`config.mk`:
```
export PLATFORM = sky130hd
export DESIGN_NAME = inst_encoder
export DESIGN_NICKNAME = d
export VERILOG_FILES = /design/src/rtl/inst_encoder.sv
export SDC_FILE = /design/constraint.sdc
export NUM_CORES = 1
export LEC_CHECK = 0
export CAP_MARGIN = 0
export CELL_PAD_IN_SITES_DETAIL_PLACEMENT = 1
export CELL_PAD_IN_SITES_GLOBAL_PLACEMENT = 1
export CORE_ASPECT_RATIO = 0.8
export CORE_UTILIZATION = 27
export CTS_BUF_LIST = sky130_fd_sc_hd__clkbuf_8 sky130_fd_sc_hd__clkbuf_16
export DETAILED_ROUTE_END_ITERATION = 6
export GPL_TIMING_DRIVEN = 1
export PLACE_DENSITY_LB_ADDON = 0.1
export SYNTH_ARGS = -nofsm -noshare
export SYNTH_HDL_FRONTEND = slang
export SYNTH_SLANG_ARGS = --single-unit
```
`constraint.sdc`:
```
create_clock -name clk -period 2.04 [get_ports clk]
set_clock_uncertainty 0.15 [all_clocks]
set_input_delay 0.204 -clock clk [delete_from_list [all_inputs] [get_ports clk]]
set_output_delay 0.204 -clock clk [all_outputs]
set_load 0.01 [all_outputs]
```
`src/rtl/inst_encoder.sv`:
```
// RV32I instruction encoder: scatters decoded fields into a 32-bit word and
// presents it with a sequential imem address. Optional: IMM_RANGE_CHECK_EN.
module inst_encoder #(
  parameter int unsigned DEPTH     = 64,
  parameter logic [31:0] BASE_ADDR = 32'h0000_0000
) (
  input  logic        clk,
  input  logic        rst,
  input  logic        in_valid,
  output logic        in_ready,
  input  logic [6:0]  in_opcode,
  input  logic [4:0]  in_rd,
  input  logic [4:0]  in_rs1,
  input  logic [4:0]  in_rs2,
  input  logic [2:0]  in_funct3,
  input  logic [6:0]  in_funct7,
  input  logic [31:0] in_imm,
  output logic        out_valid,
  input  logic        out_ready,
  output logic [31:0] out_inst,
  output logic [31:0] out_addr,
  output logic        out_last,
  output logic        out_err,
  output logic [7:0]  err_count
);

  localparam int unsigned PW       = (DEPTH > 1) ? $clog2(DEPTH) : 1;
  localparam logic [PW-1:0] LAST_PTR = PW'(DEPTH - 1);
  localparam logic [31:0] NOP_INST = 32'h0000_0013;

  localparam logic [6:0] OP_REG    = 7'b0110011;
  localparam logic [6:0] OP_IMM    = 7'b0010011;
  localparam logic [6:0] OP_LOAD   = 7'b0000011;
  localparam logic [6:0] OP_JALR   = 7'b1100111;
  localparam logic [6:0] OP_SYSTEM = 7'b1110011;
  localparam logic [6:0] OP_STORE  = 7'b0100011;
  localparam logic [6:0] OP_BRANCH = 7'b1100011;
  localparam logic [6:0] OP_LUI    = 7'b0110111;
  localparam logic [6:0] OP_AUIPC  = 7'b0010111;
  localparam logic [6:0] OP_JAL    = 7'b1101111;

  typedef enum logic [2:0] {
    FMT_R, FMT_I, FMT_ISH, FMT_S, FMT_B, FMT_U, FMT_J
  } fmt_e;

  typedef struct packed {
    logic [6:0]  op;
    logic [4:0]  rd;
    logic [4:0]  rs1;
    logic [4:0]  rs2;
    logic [2:0]  f3;
    logic [6:0]  f7;
    logic [31:0] imm;
  } enc_req_t;

  enc_req_t      w_req;
  fmt_e          w_fmt;
  logic [31:0]   w_enc;
  logic [31:0]   w_word;
  logic [31:0]   w_word_addr;
  logic          w_accept;
  logic          w_ptr_last;

  logic          r_out_valid;
  logic [31:0]   r_inst;
  logic [31:0]   r_addr;
  logic          r_last;
  logic [PW-1:0] r_ptr;

  assign w_req = '{op: in_opcode, rd: in_rd, rs1: in_rs1, rs2: in_rs2,
                   f3: in_funct3, f7: in_funct7, imm: in_imm};

  // Backpressure: a held word blocks new input until the consumer takes it.
  assign in_ready    = !r_out_valid || out_ready;
  assign w_accept    = in_valid && in_ready;
  assign w_ptr_last  = (r_ptr == LAST_PTR);
  assign w_word_addr = BASE_ADDR + (32'(r_ptr) << 2);

  always_comb begin
    w_fmt = FMT_I;
    unique case (w_req.op)
      OP_REG:                              w_fmt = FMT_R;
      OP_IMM, OP_LOAD, OP_JALR, OP_SYSTEM: w_fmt = FMT_I;
      OP_STORE:                            w_fmt = FMT_S;
      OP_BRANCH:                           w_fmt = FMT_B;
      OP_LUI, OP_AUIPC:                    w_fmt = FMT_U;
      OP_JAL:                              w_fmt = FMT_J;
      default:                             w_fmt = FMT_I;
    endcase
    // SLLI/SRLI/SRAI carry funct7 in the upper immediate field.
    if (w_req.op == OP_IMM && (w_req.f3 == 3'b001 || w_req.f3 == 3'b101))
      w_fmt = FMT_ISH;
  end

  always_comb begin
    w_enc = '0;
    unique case (w_fmt)
      FMT_R:   w_enc = {w_req.f7, w_req.rs2, w_req.rs1, w_req.f3, w_req.rd, w_req.op};
      FMT_ISH: w_enc = {w_req.f7, w_req.imm[4:0], w_req.rs1, w_req.f3, w_req.rd, w_req.op};
      FMT_S:   w_enc = {w_req.imm[11:5], w_req.rs2, w_req.rs1, w_req.f3,
                        w_req.imm[4:0], w_req.op};
      FMT_B:   w_enc = {w_req.imm[12], w_req.imm[10:5], w_req.rs2, w_req.rs1, w_req.f3,
                        w_req.imm[4:1], w_req.imm[11], w_req.op};
      FMT_U:   w_enc = {w_req.imm[31:12], w_req.rd, w_req.op};
      FMT_J:   w_enc = {w_req.imm[20], w_req.imm[10:1], w_req.imm[11],
                        w_req.imm[19:12], w_req.rd, w_req.op};
      default: w_enc = {w_req.imm[11:0], w_req.rs1, w_req.f3, w_req.rd, w_req.op};
    endcase
  end

`ifdef IMM_RANGE_CHECK_EN
  logic       w_known;
  logic       w_range_err;
  logic       w_err;
  logic       r_err;
  logic [7:0] r_err_cnt;

  always_comb begin
    w_known = 1'b0;
    unique case (w_req.op)
      OP_REG, OP_IMM, OP_LOAD, OP_JALR, OP_SYSTEM, OP_STORE,
      OP_BRANCH, OP_LUI, OP_AUIPC, OP_JAL: w_known = 1'b1;
      default:                             w_known = 1'b0;
    endcase
  end

  // Sign-extension check: every bit above the field's sign bit must match it.
  always_comb begin
    w_range_err = 1'b0;
    unique case (w_fmt)
      FMT_I, FMT_S: w_range_err = !((&w_req.imm[31:11]) || !(|w_req.imm[31:11]));
      FMT_ISH:      w_range_err = |w_req.imm[31:5];
      FMT_B:        w_range_err = !((&w_req.imm[31:12]) || !(|w_req.imm[31:12]))
                                  || w_req.imm[0];
      FMT_J:        w_range_err = !((&w_req.imm[31:20]) || !(|w_req.imm[31:20]))
                                  || w_req.imm[0];
      FMT_U:        w_range_err = |w_req.imm[11:0];
      default:      w_range_err = 1'b0;
    endcase
  end

  assign w_err  = w_range_err || !w_known;
  assign w_word = w_err ? NOP_INST : w_enc;

  always_ff @(posedge clk) begin
    if (rst) begin
      r_err     <= 1'b0;
      r_err_cnt <= 8'd0;
    end else if (w_accept) begin
      r_err <= w_err;
      if (w_err && r_err_cnt != 8'hFF)
        r_err_cnt <= r_err_cnt + 8'd1;
    end
  end

  assign out_err   = r_err;
  assign err_count = r_err_cnt;
`else
  assign w_word    = w_enc;
  assign out_err   = 1'b0;
  assign err_count = 8'd0;
`endif

  always_ff @(posedge clk) begin
    if (rst) begin
      r_out_valid <= 1'b0;
      r_inst      <= '0;
      r_addr      <= BASE_ADDR;
      r_last      <= 1'b0;
      r_ptr       <= '0;
    end else if (w_accept) begin
      // A same-cycle drain and accept simply reloads; valid stays high.
      r_out_valid <= 1'b1;
      r_inst      <= w_word;
      r_addr      <= w_word_addr;
      r_last      <= w_ptr_last;
      r_ptr       <= w_ptr_last ? '0 : r_ptr + PW'(1);
    end else if (r_out_valid && out_ready) begin
      r_out_valid <= 1'b0;
    end
  end

  assign out_valid = r_out_valid;
  assign out_inst  = r_inst;
  assign out_addr  = r_addr;
  assign out_last  = r_last;

endmodule

```
==> flow_summary.toml, run 1 <==
[final_layout]
seqCellArea_um2 = 921
fillerInstances = 1102
area_growth_syn_to_layout_pct = 57.2
drive_above_1_share = 0.133
num-nets-final = 510
multi_input_area_mm2 = 0.00145
final_util = 0.442
n_antenna_cell = 0

[worst_hold_path]
hold_class = "in -> reg"
worstHoldPathCells = 3

[setup_path]
critical_path_arrival_ns = 1.95
reg2reg_depth = 4
cp-start-kind = "primary input"
required_ns = 2.05
path_class = "in -> reg"
max_stage_delay_ns = 0.43
crit_path_top_delay_cell = "clkdlybuf4s50_1"
crit_chain = "clkdlybuf4s50_1 -> nand2b_2 -> a211oi_4 -> nor4_4 -> buf_4 -> o221ai_1 -> o211ai_2"
worstSetupEndpointType = "register"
cp_max_fo = 6
ff2ff_setup_slack_ns = 0.50

[timing]
rsz0062_at_grt = "no"
setup-violations-final = 0
fin_ws_ns = 0.104
fin_crit_sh = 0.949
whs_ns = 0.143
max_freq_mhz = 516
slew_headroom = 0.605
min_period_ns = 1.94
max_slew.worst_pin.slew_ns = 0.593
timing_hold_violations_final = 0
tns_ns = 0
slew_viol_final = 0

[routing]
final_antenna_net_count = 0
drtIter0Drc = 126
drtPass1Iterations = 7
num_vias = 2625
wirelength_mm = 8.66
routed_via_density = 4.71
drc = 26
wl_per_cell_um = 15.5

[global_routing]
grtUsageTotal = 0.172
grt.busiest_layer = "met2"
use_met2 = 0.286
grt_pass1_vias = 2582
grt_pass1_wl_mm = 13.4
antenna_found_initial = 0
grt_start_max_net_pins = 44
grt.overflow.total = 0
met3_usage = 0.0515
gr-usage-met1 = 0.223

[synthesis]
synth_seq_area_share = 0.358
synth_edf_count = 0
ys_ff_latch = 46
yosys.area.top_type = "dfxtp_1"
yosysWarnings = 0
syn-cell-area_mm2 = 0.00257
syn_avg_cell_area_um2 = 8.22
synth_cell_types = 52
synth_top_area_share = 0.358
synth-main-ff-cell = "dfxtp_1"
synth_area_leaders = "dfxtp_1 (36%), buf_4 (11%), nand2_1 (6.9%)"
async_flop_share = 0
synthesis.instances = 313

[power]
cellLeakagePower_nw = 1.65
power_density_mw_per_mm2 = 593
total_power_mw = 2.40
ir_drop_v = 0.000320

[outcome]
status = "finished with violations"
violations = "DRC"

[floorplan]
die-area_mm2 = 0.00992
pin_count = 144
die_w_um = 111
rows = 31
core_area_mm2 = 0.00915
die-height_um = 89.3
initial_core_util = 0.281

[clock_network]
htree_num_levels = 2
path_clk_slew_ns = 0.07
cts_buffer_depth = 2
clkSinkCount = 46
cts_tree = "built"
root_buffer = "clkbuf_16"
clock_latency_ns = 0.28
ctsHoldBuffers = 0
cts_made_buffers = 5

[placed_design]
port_buffers = 108
dp_slack_ns = -0.335
dp_hpwl_mm = 6.69
gp_congestion = 0.855

[job]
drv_cap = 0
-- cell usage in the layout (no fill, tap or decap), types with 3 or more instances in the layout --
cell	n
a211oi_1	7
a21oi_1	32
a221o_1	6
a311oi_1	7
a31oi_1	5
and3_1	3
buf_4	30
clkbuf_16	5
clkdlybuf4s50_1	103
conb_1	35
dfxtp_1	46
dlymetal6s2s_1	3
inv_1	5
mux2i_1	7
nand2_1	47
nand3_1	3
nor2_1	24
nor3_1	8
o21ai_0	11
o21bai_1	4
or3_1	3
-- worst max-delay path: cells and delay by family --
kind / cells / cell delay (ns)
compound gates: 3 / 0.80
simple gates: 2 / 0.35
buf+inv: 2 / 0.60
-- power by group --
group / switching, mW / internal (mW) / total [mW] / leakage, nW
registers: 0.0294 / 0.951 / 0.980 / 0.379
clock network: 0.353 / 0.524 / 0.877 / 0.0801
logic: 0.247 / 0.294 / 0.541 / 1.19
-- per-layer routing --
| metal | wire [um] | part of all wire | vias up |
|---|---|---|---|
| met5 | 0 | 0 | - |
| li1 | - | - | 1303 |
| met2 | 3950 | 0.46 | 73 |
| met4 | 33 | 0.0038 | 0 |
| met1 | 4040 | 0.47 | 1247 |
| met3 | 642 | 0.074 | 2 |
-- timing repair --
| item | in CTS | in global routing |
|---|---|---|
| endpoints found under the hold margin | 0 | 0 |
| pin swaps | 1 | 1 |
| setup buffers | 0 | 1 |
| setup endpoints to repair | 1 | 20 |
| gates resized for setup | 2 | 9 |
-- area by class of cell --
type	instances	share of cell area
clock buffer	7	0.0377
clock inverter	1	0.00217
inverter	5	0.00464
multi-input combinational	243	0.359
sequential	46	0.228
tap	115	0.0356
timing repair buffer	140	0.333
-- sequential cells by signal (all words and copies together), names as in the netlist --
name / flops
r_ptr: 6
out_addr: 6
out_inst: 32
out_last: 1
out_valid: 1
-- Yosys cell counts, types with 5 or more instances --
library cell / n
nor3_1: 8
clkbuf_1: 15
a31oi_1: 5
mux2i_1: 7
a21oi_1: 32
a311oi_1: 7
a211oi_1: 7
buf_4: 36
inv_1: 5
dfxtp_1: 46
o21ai_0: 11
nand2_1: 47
nor2_1: 24
a221o_1: 6
-- logic make-up after synthesis --
logic type	synth area share
compound gates	0.232
xor+xnor	0.0102
fa+ha+maj	0.00486
buf+inv	0.141
flops	0.358
mux	0.0316
other cells	0.00146
simple gates	0.221
-- path summary, 6_finish.rpt --
kind	start	end
worst max register to register	out_valid$_SDFFE_PP0P_	r_ptr[3]$_SDFFE_PP0P_
worst max-delay path	in_funct3[1]	out_inst[20]$_SDFFE_PP0P_
worst min register to register	out_addr[6]$_SDFFE_PP0P_	out_addr[6]$_SDFFE_PP0P_
worst min-delay path	in_opcode[3]	out_inst[3]$_SDFFE_PP0P_
-- through the flow --
stage	cell area, um2	instances
3_5_place_dp	3840	548
5_1_grt	4040	557
2_1_floorplan	2700	347
3_3_place_gp	3840	548
6_report	4040	557
4_1_cts	4010	556
Note: power is estimated with default switching activity, not from simulation.
==> run 2: changes to the inputs <==
Settings changed: ABC_AREA set to 0.
==> results of run 2 <==
Same layout as run 1: the final DEF is identical, and so are final timing and power.
